**src/rtl/intersection_sched_pkg.sv**
```systemverilog
// Shared definitions for the intersection scheduler: FSM states, light count
// and the round-robin next-light search.
package intersection_sched_pkg;

    localparam int unsigned NUM_LIGHTS = 4;

    typedef enum logic [1:0] {
        ST_IDLE   = 2'd0,
        ST_ALLRED = 2'd1,
        ST_GREEN  = 2'd2,
        ST_YELLOW = 2'd3
    } sched_state_t;

    // Returns {found, index}: first eligible light after cur, wrapping 3->0.
    // The current owner itself is checked last, so a lone eligible light repeats.
    function automatic logic [2:0] find_next(input logic [1:0] cur,
                                             input logic [NUM_LIGHTS-1:0] eligible);
        logic [2:0] result;
        logic [1:0] idx;
        result = '0;
        for (int unsigned k = 1; k <= NUM_LIGHTS; k++) begin
            idx = 2'(32'(cur) + k);
            if (!result[2] && eligible[idx]) begin
                result = {1'b1, idx};
            end
        end
        return result;
    endfunction

endpackage

```
**src/rtl/intersection_scheduler_phase_timer.sv**
```systemverilog
// Loadable phase down-counter; advances only on unheld ticks and never
// decrements below 1, so a phase loaded with N spans exactly N ticks.
module phase_timer #(
    parameter int unsigned TIME_W = 4
) (
    input  logic              clk,
    input  logic              rst_n,
    input  logic              load,
    input  logic [TIME_W-1:0] load_val,
    input  logic              tick,
    input  logic              hold,
    output logic [TIME_W-1:0] remain,
    output logic              expire
);

    always_ff @(posedge clk or negedge rst_n) begin
        if (!rst_n) begin
            remain <= '0;
        end else if (load) begin
            remain <= load_val;
        end else if (tick && !hold && (remain > TIME_W'(1))) begin
            remain <= remain - 1'b1;
        end
    end

    assign expire = tick && !hold && (remain == TIME_W'(1));

endmodule

```
**src/rtl/intersection_scheduler.sv**
```systemverilog
// Four-light round-robin traffic sequencer: GREEN -> YELLOW -> ALL_RED with
// per-light green times. Optional macro SCHED_DEMAND_EN adds req/req_ack demand gating.
module intersection_scheduler
    import intersection_sched_pkg::*;
#(
    parameter int unsigned TIME_W        = 4,
    parameter int unsigned DEFAULT_GREEN = 5,
    parameter int unsigned YELLOW_TICKS  = 3,
    parameter int unsigned ALLRED_TICKS  = 1
) (
    input  logic              clk,
    input  logic              rst_n,
    input  logic              tick,
    input  logic              run,
    input  logic              pause,
    input  logic              cfg_we,
    input  logic [1:0]        cfg_sel,
    input  logic [TIME_W-1:0] cfg_time,
`ifdef SCHED_DEMAND_EN
    input  logic [3:0]        req,
    output logic [3:0]        req_ack,
`endif
    output logic [3:0]        green,
    output logic [3:0]        yellow,
    output logic [1:0]        phase_idx,
    output logic [TIME_W-1:0] remain,
    output logic              busy
);

    localparam logic [TIME_W-1:0] GREEN_RST = TIME_W'(DEFAULT_GREEN);
    localparam logic [TIME_W-1:0] YEL_LEN   = TIME_W'(YELLOW_TICKS);
    localparam logic [TIME_W-1:0] AR_LEN    = TIME_W'(ALLRED_TICKS);

    sched_state_t              state, state_n;
    logic [1:0]                phase_n;
    logic                      load;
    logic [TIME_W-1:0]         load_val;
    logic                      expire;
    logic [TIME_W-1:0]         green_time [NUM_LIGHTS];
    logic [NUM_LIGHTS-1:0]     eligible;
    logic [2:0]                pick;
`ifdef SCHED_DEMAND_EN
    logic [3:0]                ack_n;
`endif

    phase_timer #(.TIME_W(TIME_W)) u_timer (
        .clk      (clk),
        .rst_n    (rst_n),
        .load     (load),
        .load_val (load_val),
        .tick     (tick),
        .hold     (pause),
        .remain   (remain),
        .expire   (expire)
    );

    always_comb begin
        for (int unsigned i = 0; i < NUM_LIGHTS; i++) begin
            eligible[i] = (green_time[i] != '0);
`ifdef SCHED_DEMAND_EN
            eligible[i] = eligible[i] & req[i];
`endif
        end
    end

    assign pick = find_next(phase_idx, eligible);

    always_comb begin
        state_n  = state;
        phase_n  = phase_idx;
        load     = 1'b0;
        load_val = '0;
`ifdef SCHED_DEMAND_EN
        ack_n    = '0;
`endif
        unique case (state)
            ST_IDLE: begin
                if (run && !pause) begin
                    state_n  = ST_ALLRED;
                    load     = 1'b1;
                    load_val = AR_LEN;
                end
            end
            ST_ALLRED: begin
                if (expire) begin
                    load = 1'b1;
                    if (!run) begin
                        state_n  = ST_IDLE;
                        load_val = '0;
                    end else if (pick[2]) begin
                        state_n  = ST_GREEN;
                        phase_n  = pick[1:0];
                        load_val = green_time[pick[1:0]];
`ifdef SCHED_DEMAND_EN
                        ack_n[pick[1:0]] = 1'b1;
`endif
                    end else begin
                        load_val = AR_LEN;
                    end
                end
            end
            ST_GREEN: begin
                // A run=0 abort cuts green short, but only while not paused.
                if ((!run && !pause) || expire) begin
                    state_n  = ST_YELLOW;
                    load     = 1'b1;
                    load_val = YEL_LEN;
                end
            end
            ST_YELLOW: begin
                if (expire) begin
                    state_n  = ST_ALLRED;
                    load     = 1'b1;
                    load_val = AR_LEN;
                end
            end
            default: state_n = ST_IDLE;
        endcase
    end

    always_ff @(posedge clk or negedge rst_n) begin
        if (!rst_n) begin
            state     <= ST_IDLE;
            phase_idx <= 2'd3;
            green     <= '0;
            yellow    <= '0;
        end else begin
            state     <= state_n;
            phase_idx <= phase_n;
            green     <= (state_n == ST_GREEN)  ? (4'b0001 << phase_n) : '0;
            yellow    <= (state_n == ST_YELLOW) ? (4'b0001 << phase_n) : '0;
        end
    end

`ifdef SCHED_DEMAND_EN
    always_ff @(posedge clk or negedge rst_n) begin
        if (!rst_n) begin
            req_ack <= '0;
        end else begin
            req_ack <= ack_n;
        end
    end
`endif

    // Green entry reads green_time combinationally, so a same-cycle write lands after it.
    always_ff @(posedge clk or negedge rst_n) begin
        if (!rst_n) begin
            for (int unsigned i = 0; i < NUM_LIGHTS; i++) begin
                green_time[i] <= GREEN_RST;
            end
        end else if (cfg_we) begin
            green_time[cfg_sel] <= cfg_time;
        end
    end

    assign busy = (state != ST_IDLE);

endmodule

```
**config.mk**
```make
export PLATFORM = sky130hd
export DESIGN_NAME = intersection_scheduler
export DESIGN_NICKNAME = d
export VERILOG_FILES = /design/src/rtl/intersection_sched_pkg.sv /design/src/rtl/intersection_scheduler_phase_timer.sv /design/src/rtl/intersection_scheduler.sv
export SDC_FILE = /design/constraint.sdc
export NUM_CORES = 1
export LEC_CHECK = 0
export ABC_AREA = 0
export BUFFER_PORTS_ARGS = -buffer_cell sky130_fd_sc_hd__buf_2
export CORE_UTILIZATION = 35
export CTS_BUF_LIST = sky130_fd_sc_hd__clkbuf_8
export DETAILED_ROUTE_END_ITERATION = 6
export MAX_ROUTING_LAYER = met4
export PLACE_DENSITY = 0.59
export SETUP_SLACK_MARGIN = 0.3
export SLEW_MARGIN = 30
export SYNTH_ARGS = -nofsm -noshare
export SYNTH_HDL_FRONTEND = slang
export SYNTH_SLANG_ARGS = --single-unit
```
**constraint.sdc**
```tcl
create_clock -name clk -period 5.68 [get_ports clk]
set_clock_uncertainty 0.2 [all_clocks]
set_input_delay 1.136 -clock clk [delete_from_list [all_inputs] [get_ports clk]]
set_output_delay 1.136 -clock clk [all_outputs]
set_load 0.02 [all_outputs]
```
==> out/qor.yml <==
holdBufCountCts: 0
synth_fp_nets: 176
min_period_over_period_pct: 52.5
cts_root_buf: "clkbuf_8"
relSlewSlack_pct: 54.2
async_reset_ff_share_pct: 100
die_h_microns: 73.8
cts.sinks: 32
cts.path.max_buffers: 2
drive_gt1_share_pct: 37.3
drv_cap: 0
cts_tree: "built"
num_antenna_cells: 0
min-delay-start: "u_timer.remain[1]$_DFFE_PN0P_"
core_area_sq_um: 4850
htreeDepth: 2
critPathMaxStageDelay_ns: 0.58
via_count: 1367
drtPass1Iterations: 4
synthTopCellsByCount: "22 x dfrtp_1, 16 x mux2_2, 11 x nor2_1, 11 x o21ai_0, 10 x dfstp_2"
syn_avg_cell_area_sq_um: 11.1
cts-resized-gates: 0
dp_hpwl_microns: 2850
worst_pin_slew_ns: 0.687
reg2reg_from: "green_time[1]$_DFFE_PN0P_"
synthCells: 162
gp_congestion: 0.855
hold_end: "u_timer.remain[1]$_DFFE_PN0P_"
fp.dieW_microns: 73.8
timing.final.hold_violations: 0
tns_ns: 0
routed_via_density: 5.26
cp_cell_sequence: "buf_2, or4b_4, nor4_4, and2_4, mux2i_2, clkinv_2, and3_1"
rsz0062_at_grt: "false"
setup_ws_ns: 2.70
drc_errors: 0
grt_util_all_layers_pct: 15.3
start_util_pct: 37.2
synth_top_area_cell: "dfrtp_1"
syn2layout_area_growth_pct: 16.7
min_period_ns: 2.98
critical_path_class: "input port to register"
fmax_mhz: 335
cp_num_buf_inv: 2
leakage_uw: 0.000906
place_ws_ns: 2.38
netlist_area_sq_um: 1800
cts_setup_buffers: 0
synth_warnings: 0
clk_pin_slew_ns: 0.07
worst_setup_path_start_kind: "input port"
synth.distinct_cells: 51
critPathTopFamily: "simple AND/OR/NAND/NOR gates"
seq_area_frac_synth_pct: 45.1
die-area_sq_um: 5440
synth_ff_type: "dfrtp_1"
end_kind: "register"
synth_edf_count: 0
power_density_nw_per_um2: 479
finalNetCount: 206
numCtsBuffers: 5
finalSetupViolCount: 0
maxSlewViolCount: 0
hold_path.class: "register to register"
ant_nets: 0
overflow: 0
final_core_util_pct: 43.4
r2r_end: "u_timer.remain[0]$_DFFE_PN0P_"
insertion_delay_ns: 0.28
wirelength_microns: 3650
grt_pass1_wl_microns: 5970
grt_max_degree: 33
grt_antenna_before_repair: 0
path_max_fanout: 7
r2r_cells: 5
outcome: "complete, no violations"
ys_ff_latch: 32
arrival_ns: 2.96
io_buffers: 26
rows: 25
ff2ff_setup_slack_ns: 3.25
ios: 27
synth.top_cell.area_share_pct: 30.5
min_path_cells: 1
grt_pass1_vias: 1221
post_drt_wl_per_cell_microns: 14.0
yosysMostFrequentCell: "dfrtp_1"
dr.first_iter.drc_count: 35
synthTopCellsByArea: "dfrtp_1 31%, dfstp_2 15%, mux2_2 10%"
slowest_stage: "or4b_4"
ir_drop_mv: 0.158
required_ns: 5.66
final cells by class:
type	count	area [sq um]
clock inverter	1	3.75
fill	469	2750
sequential	32	813
inverter	7	27.5
tap	67	83.8
timing repair buffer	26	130
clock buffer	7	96.3
multi-input combinational	120	948
metal layers:
layer / vias up / global-route usage [%] / wire length [microns]
met4: 0 / 6.41 / 68
met3: 9 / 4.39 / 174
met5: - / - / 0
met2: 38 / 22.9 / 1680
met1: 651 / 19.3 / 1730
li1: 669 / - / -
logic make-up after synthesis:
family,Yosys count,synth area share [%]
mux,24,14.6
compound gates,38,16.7
buf+inv,10,2.29
fa+ha+maj,2,1.39
flops,32,45.1
xor+xnor,3,1.46
simple gates,53,18.4
state kept, by name (all words and copies together) (netlist names):
register and count:
phase_idx 2, state 2, u_timer.remain 4, green 4, yellow 4, green_time 16
cells in the final DEF (no fill, tap or decap), types with 3 or more instances in the layout:
master	count
nor2_1	11
nor2b_1	3
nor4_1	3
o21ai_0	11
o22a_1	4
nand2b_1	4
nor3_1	4
or4_1	5
a22oi_1	3
clkbuf_8	7
nand2_1	5
a21oi_1	4
nand3_1	3
mux2_2	16
mux2i_1	7
inv_1	7
dfrtp_1	22
buf_2	26
dfstp_2	10
worst max-delay path by stage:
stage	startpoint	endpoint	slack (ns)	cells after the start
final	pause	green[3]$_DFF_PN0_	2.70	7
after global routing	pause	yellow[0]$_DFF_PN0_	2.62	7
after CTS	pause	green[3]$_DFF_PN0_	2.69	7
after detailed placement	pause	green[3]$_DFF_PN0_	2.38	7
after global placement	pause	green[3]$_DFF_PN0_	2.42	7
after floorplan	pause	green[3]$_DFF_PN0_	2.65	6
power breakdown:
part,switching (uW),leakage [uW],total (uW),internal (uW)
clock network,80.5,0.0000557,189,109
registers,73.7,0.000382,374,301
logic,248,0.000469,443,196
total,402,0.000906,1010,605
metrics by stage:
stage	power [uW]	std cells	hold WS, ns	area (sq um)
after floorplan	712	162	0.317	1800
after global placement	825	252	0.359	2000
after detailed placement	823	252	0.352	2000
after CTS	1020	260	0.369	2100
after global routing	1080	260	0.389	2100
final	1010	260	0.366	2100
Power figures use the tool's default switching activity.
